==> config.mk <==
export PLATFORM = sky130hd
export DESIGN_NAME = button_reader
export DESIGN_NICKNAME = d
export VERILOG_FILES = /design/src/rtl/button_reader_pkg.sv /design/src/rtl/button_reader_debounce.sv /design/src/rtl/button_reader.sv
export SDC_FILE = /design/constraint.sdc
export NUM_CORES = 1
export LEC_CHECK = 0
export ABC_AREA = 1
export BUFFER_PORTS_ARGS = -buffer_cell sky130_fd_sc_hd__buf_4
export CAP_MARGIN = 0
export CORE_ASPECT_RATIO = 0.5
export CORE_MARGIN = 2
export CORE_UTILIZATION = 55
export CTS_BUF_LIST = sky130_fd_sc_hd__clkbuf_4 sky130_fd_sc_hd__clkbuf_8
export DETAILED_ROUTE_END_ITERATION = 7
export MAX_ROUTING_LAYER = met4
export PLACE_DENSITY = 0.74
export SETUP_SLACK_MARGIN = 0.4
export SLEW_MARGIN = 25
export SYNTH_ARGS = -nofsm -noshare
export SYNTH_HDL_FRONTEND = slang
export SYNTH_SLANG_ARGS = --single-unit
==> constraint.sdc <==
create_clock -name clock -period 3.6 [get_ports clock]
set_clock_uncertainty 0.15 [all_clocks]
set_input_delay 0.72 -clock clock [delete_from_list [all_inputs] [get_ports clock]]
set_output_delay 0.72 -clock clock [all_outputs]
set_load 0.02 [all_outputs]
==> src/rtl/button_reader_pkg.sv <==
// Shared definitions for the push-button IO responder.
//   IO_DW          : width of the IO read/write data bus
//   ADDR_LEVEL     : register offset returning the debounced button levels
//   ADDR_FLAGS     : register offset returning the sticky press flags
//   DEB_CYCLES_DEF : default number of stable cycles before a level is accepted
//   deb_state_e    : per-button debounce state
package button_reader_pkg;

  localparam int         IO_DW          = 16;
  localparam logic [1:0] ADDR_LEVEL     = 2'b00;
  localparam logic [1:0] ADDR_FLAGS     = 2'b10;
  localparam int         DEB_CYCLES_DEF = 20000;

  typedef enum logic {
    DEB_IDLE     = 1'b0,
    DEB_COUNTING = 1'b1
  } deb_state_e;

endpackage

==> src/rtl/button_reader_debounce.sv <==
// Single-bit synchroniser and debouncer for one push button.
// Ports:
//   clk_i    : clock, all state changes on its rising edge
//   rst_ni   : synchronous active-low reset
//   btn_i    : raw asynchronous button input
//   stable_o : debounced level
//   rise_o   : high for the cycle in which stable_o is about to go 0->1
module btn_debounce
  import button_reader_pkg::*;
#(
  parameter int DEB_CYCLES = DEB_CYCLES_DEF,
  parameter int CNT_W      = 15
) (
  input  logic clk_i,
  input  logic rst_ni,
  input  logic btn_i,
  output logic stable_o,
  output logic rise_o
);

  localparam logic [CNT_W-1:0] CNT_LAST = CNT_W'(DEB_CYCLES - 1);
  localparam logic [CNT_W-1:0] CNT_ONE  = CNT_W'(1);
  localparam logic [CNT_W-1:0] CNT_ZERO = {CNT_W{1'b0}};

  deb_state_e       state_q, state_d;
  logic [CNT_W-1:0] cnt_q, cnt_d;
  logic             s1_q, s1_d;
  logic             s2_q, s2_d;
  logic             stable_q, stable_d;

  // State register: synchroniser chain, debounce counter and accepted level.
  always_ff @(posedge clk_i) begin
    if (!rst_ni) begin
      state_q  <= DEB_IDLE;
      cnt_q    <= CNT_ZERO;
      s1_q     <= 1'b0;
      s2_q     <= 1'b0;
      stable_q <= 1'b0;
    end else begin
      state_q  <= state_d;
      cnt_q    <= cnt_d;
      s1_q     <= s1_d;
      s2_q     <= s2_d;
      stable_q <= stable_d;
    end
  end

  // Next state: count consecutive samples that disagree with the accepted level.
  always_comb begin
    s1_d     = btn_i;
    s2_d     = s1_q;
    state_d  = state_q;
    cnt_d    = cnt_q;
    stable_d = stable_q;
    case (state_q)
      DEB_IDLE: begin
        // cnt is always zero here, and CNT_LAST >= 1, so the first mismatch just counts
        if (s2_q != stable_q) begin
          state_d = DEB_COUNTING;
          cnt_d   = CNT_ONE;
        end else begin
          cnt_d = CNT_ZERO;
        end
      end
      DEB_COUNTING: begin
        if (s2_q == stable_q) begin
          // bounce back: discard the partial count
          state_d = DEB_IDLE;
          cnt_d   = CNT_ZERO;
        end else if (cnt_q == CNT_LAST) begin
          state_d  = DEB_IDLE;
          cnt_d    = CNT_ZERO;
          stable_d = s2_q;
        end else begin
          cnt_d = cnt_q + CNT_ONE;
        end
      end
      default: begin
        state_d = DEB_IDLE;
        cnt_d   = CNT_ZERO;
      end
    endcase
  end

  // Outputs: the accepted level and its about-to-rise strobe.
  always_comb begin
    stable_o = stable_q;
    rise_o   = stable_d & ~stable_q;
  end

endmodule

==> src/rtl/button_reader.sv <==
// Memory-mapped push-button reader on the CPU IO bus.
// Ports:
//   clock     : CPU clock
//   reset     : synchronous active-low reset
//   btnread   : IO read strobe
//   btnwrite  : IO write strobe
//   btncs     : chip select from the address decoder
//   btnaddr   : register offset (00 = LEVEL, 10 = FLAGS, others reserved)
//   btnwdata  : write data, write-1-to-clear mask for FLAGS
//   btn_i     : raw, bouncing, active-high buttons
//   btnrdata  : registered read data, valid the cycle after the read strobe
//   btn_pend  : OR of all press flags
module button_reader
  import button_reader_pkg::*;
#(
  parameter int N_BTN      = 5,
  parameter int DEB_CYCLES = DEB_CYCLES_DEF,
  parameter int CNT_W      = 15
) (
  input  logic             clock,
  input  logic             reset,
  input  logic             btnread,
  input  logic             btnwrite,
  input  logic             btncs,
  input  logic [1:0]       btnaddr,
  input  logic [IO_DW-1:0] btnwdata,
  input  logic [N_BTN-1:0] btn_i,
  output logic [IO_DW-1:0] btnrdata,
  output logic             btn_pend
);

  // flags are kept IO-wide; bits at and above N_BTN are forced to zero by this mask
  localparam logic [IO_DW-1:0] VALID_MASK = {IO_DW{1'b1}} >> (IO_DW - N_BTN);
  localparam logic [IO_DW-1:0] ZERO_W     = {IO_DW{1'b0}};

  logic [N_BTN-1:0] stable_s;
  logic [N_BTN-1:0] rise_s;
  logic [IO_DW-1:0] level_s;
  logic [IO_DW-1:0] rise_ext_s;
  logic             rd_s;
  logic             wr_s;
  logic [IO_DW-1:0] flags_q, flags_d;
  logic [IO_DW-1:0] rdata_q, rdata_d;

  for (genvar g = 0; g < N_BTN; g++) begin : g_deb
    btn_debounce #(
      .DEB_CYCLES (DEB_CYCLES),
      .CNT_W      (CNT_W)
    ) u_deb (
      .clk_i    (clock),
      .rst_ni   (reset),
      .btn_i    (btn_i[g]),
      .stable_o (stable_s[g]),
      .rise_o   (rise_s[g])
    );
  end

  assign level_s    = IO_DW'(stable_s);
  assign rise_ext_s = IO_DW'(rise_s);

  // Bus decode, read data mux and flag update; a same-edge press always wins.
  always_comb begin
    rd_s    = btncs & btnread;
    wr_s    = btncs & btnwrite & ~rd_s & (btnaddr == ADDR_FLAGS);
    rdata_d = rdata_q;
    flags_d = flags_q;
    if (rd_s) begin
      case (btnaddr)
        ADDR_LEVEL: rdata_d = level_s;
        ADDR_FLAGS: begin
          rdata_d = flags_q;
          flags_d = ZERO_W;
        end
        default:    rdata_d = ZERO_W;
      endcase
    end else if (wr_s) begin
      flags_d = flags_q & ~btnwdata;
    end else begin
      flags_d = flags_q;
    end
    flags_d = (flags_d | rise_ext_s) & VALID_MASK;
  end

  // Flag and read-data registers.
  always_ff @(posedge clock) begin
    if (!reset) begin
      flags_q <= ZERO_W;
      rdata_q <= ZERO_W;
    end else begin
      flags_q <= flags_d;
      rdata_q <= rdata_d;
    end
  end

  assign btnrdata = rdata_q;
  assign btn_pend = |flags_q;

endmodule

==> flow_summary.ini <==
[status]
outcome = finished clean

[detailed_routing]
post_drt_via_cell_ratio = 4.88
drt_iter0_markers = 213
wl_per_cell_microns = 10.3
vias = 4569
drc = 0
ant_nets = 0
routed_wl_microns = 9610
first_pass_iters = 5

[floorplanning]
pin_count = 45
die_w_microns = 142
die_height_microns = 73.0
die-area_sq_um = 10400
core_region_area_sq_um = 9350
initial_core_util_pct = 56.0
fp-row-count = 25

[clocking]
htree_levels = 3
insertion_delay_ns = 0.37
cts.sinks = 105
cts-buffers-inserted = 9
cts_tree = yes
cts_max_path_buffers = 2
post-cts-setup-buffers = 0
ctsRootBufferMaster = clkbuf_8
hold_buffers = 0
cts_resized = 0
clk_pin_slew_ns = 0.09

[hold_path]
hold_path_class = flop to flop
hold-path-endpoint = g_deb[1].u_deb.s2_q
min_from = g_deb[1].u_deb.s1_q
holdPathStages = 2

[yosys]
synthCells = 788
synth_compound_area_share_pct = 5.38
synth_area_per_cell_sq_um = 6.65
ys_types = 29
syn-cell-area_sq_um = 5240
yosys.area_share.xor_xnor_pct = 3.51
synth.area.mux_share_pct = 0
synthAdderAreaFrac_pct = 1.19
seq_area_frac_synth_pct = 40.1
ys_warn_count = 0
yosys.area_share.simple_pct = 38.3
synth_top_family_by_area = simple AND/OR/NAND/NOR gates
yosys_register_bits = 105

[run]
maxCapViolations = 0

[sta]
layout_min_cycle_time_ns = 1.98
final_max_slew_viol_count = 0
rsz0062_at_grt = false
maxSlewHeadroom_pct = 57.4
setup_tns_ns = 0
finalSetupViolations = 0
post-route-period-util_pct = 54.9
fmax_mhz = 506
worst_pin_slew_ns = 0.634
hold_ws_ns = 0.276
hold_viol = 0

[critical_path]
rr_endpoint = g_deb[0].u_deb.cnt_q[11]
ff2ff_path_depth = 10
worst_setup_path_end_kind = output port
arrival_ns = 1.11
r2r_start = g_deb[0].u_deb.cnt_q[0]
path_max_fanout = 3
r2r_setup_slack_ns = 1.69
start_kind = flop
path_class = flop to output port
required_ns = 2.73

[global_routing]
antenna_found_initial = 0
grt_pass1_wl_microns = 17100
grt_pass1_vias = 4175
grt_remaining_overflow = 0
track_usage_pct = 20.7
grt_max_degree = 20

[placed_design]
routabilityCongestion = 0.895
portBuffers = 22
hpwl_microns = 7130

[layout]
nNetsFinal = 845
diodes = 0
syn_to_final_growth_pct = 8.22
drive_above_1_share_pct = 8.58
fillers = 873
final_common_cell = nand2_1
final_cell_mix = nand2_1 (211), nor2_1 (133), inv_1 (112)

[power]
vdd_drop_max_mv = 0.196
power.leakage_nw = 2.24
p_per_area_nw_per_um2 = 357
## area by class of cell
class	instances	area [sq um]	area share, %
inverter	121	454	8.01
clock inverter	3	65.1	1.15
timing repair buffer	22	165	2.91
sequential	105	2100	37.1
multi-input combinational	553	2580	45.5
clock buffer	12	153	2.69
tap	121	151	2.67
## routing by layer
metal | up-vias | GRT usage (%) | routed length [microns]
met2 | 52 | 35.9 | 4460
met5 | - | - | 0
li1 | 2471 | - | -
met4 | 0 | 5.67 | 113
met1 | 2034 | 24.2 | 4710
met3 | 12 | 5.31 | 323
## critical path, stage by stage (launching register included)
cell and delay (ns):
dfxtp_1 0.34, nor3_1 0.18, nand2_1 0.07, buf_4 0.16
## how the worst max path moves through the flow
stage | end | startpoint | slack (ns)
2_1_floorplan | g_deb[4].u_deb.cnt_q[7] | reset | 1.91
3_3_place_gp | btnrdata[3] | btncs | 1.59
3_5_place_dp | flags_q[3] | btncs | 1.60
4_1_cts | btn_pend | flags_q[2] | 1.60
5_1_grt | g_deb[0].u_deb.cnt_q[12] | g_deb[0].u_deb.cnt_q[0] | 1.50
6_report | btn_pend | flags_q[2] | 1.62
## state kept, by name, summed over array words and instances (netlist names)
name	cells
g_deb.u_deb.s1_q	5
btnrdata	5
g_deb.u_deb.s2_q	5
g_deb.u_deb.state_q	5
flags_q	5
g_deb.u_deb.cnt_q	75
g_deb.u_deb.stable_o	5
## stage by stage
stage	util (%)	total power (W)	instance area, sq um	instances	setup WS, ns
finish	60.6	0.00203	5670	937	1.62
floorplan	-	0.00124	5280	798	1.91
global route	60.6	0.00209	5670	937	1.50
detailed placement	58.3	0.00125	5450	922	1.60
global placement	58.3	0.00125	5450	922	1.59
CTS	60.6	0.00205	5670	937	1.60
## cell families (layout without fill, tap and decap cells)
| kind of cell | Yosys count | in the layout |
|---|---|---|
| buffers and inverters | 140 | 158 |
| adder cells (fa/ha/maj) | 5 | 5 |
| other | 1 | 11 |
| AO/OA/AOI/OAI | 52 | 52 |
| XOR/XNOR | 21 | 21 |
| AND/OR/NAND/NOR | 464 | 464 |
| flip-flops | 105 | 105 |
## where the power goes
group          switching [W]  internal [W]
Clock               0.000381      0.000422
Combinational      0.0000314     0.0000175
Sequential        0.00000552       0.00117
## cells in the mapped netlist
cell type | number | area share [%]
nand3b_1 | 3 | 0.43
or2_0 | 2 | 0.24
nand3b_4 | 1 | 0.38
or2_2 | 3 | 0.36
buf_6 | 3 | 0.64
nor3_2 | 6 | 1.1
nand2_4 | 1 | 0.21
buf_2 | 2 | 0.19
dfxtp_1 | 105 | 40
a21oi_1 | 37 | 3.5
conb_1 | 1 | 0.072
nand2_1 | 211 | 15
nor2_1 | 133 | 9.5
nand3_1 | 58 | 5.5
buf_4 | 12 | 1.7
a21oi_2 | 4 | 0.67
nand2_2 | 3 | 0.36
nor2_2 | 4 | 0.48
inv_2 | 9 | 0.64
nand4_1 | 24 | 2.9
nor2_4 | 2 | 0.43
inv_1 | 112 | 8.0
nor3_1 | 13 | 1.2
a31oi_1 | 5 | 0.60
clkbuf_1 | 2 | 0.14
ha_1 | 5 | 1.2
xor2_1 | 16 | 2.7
o21ai_0 | 6 | 0.57
xnor2_1 | 5 | 0.84
No activity file was read; power rests on OpenSTA's default activity.
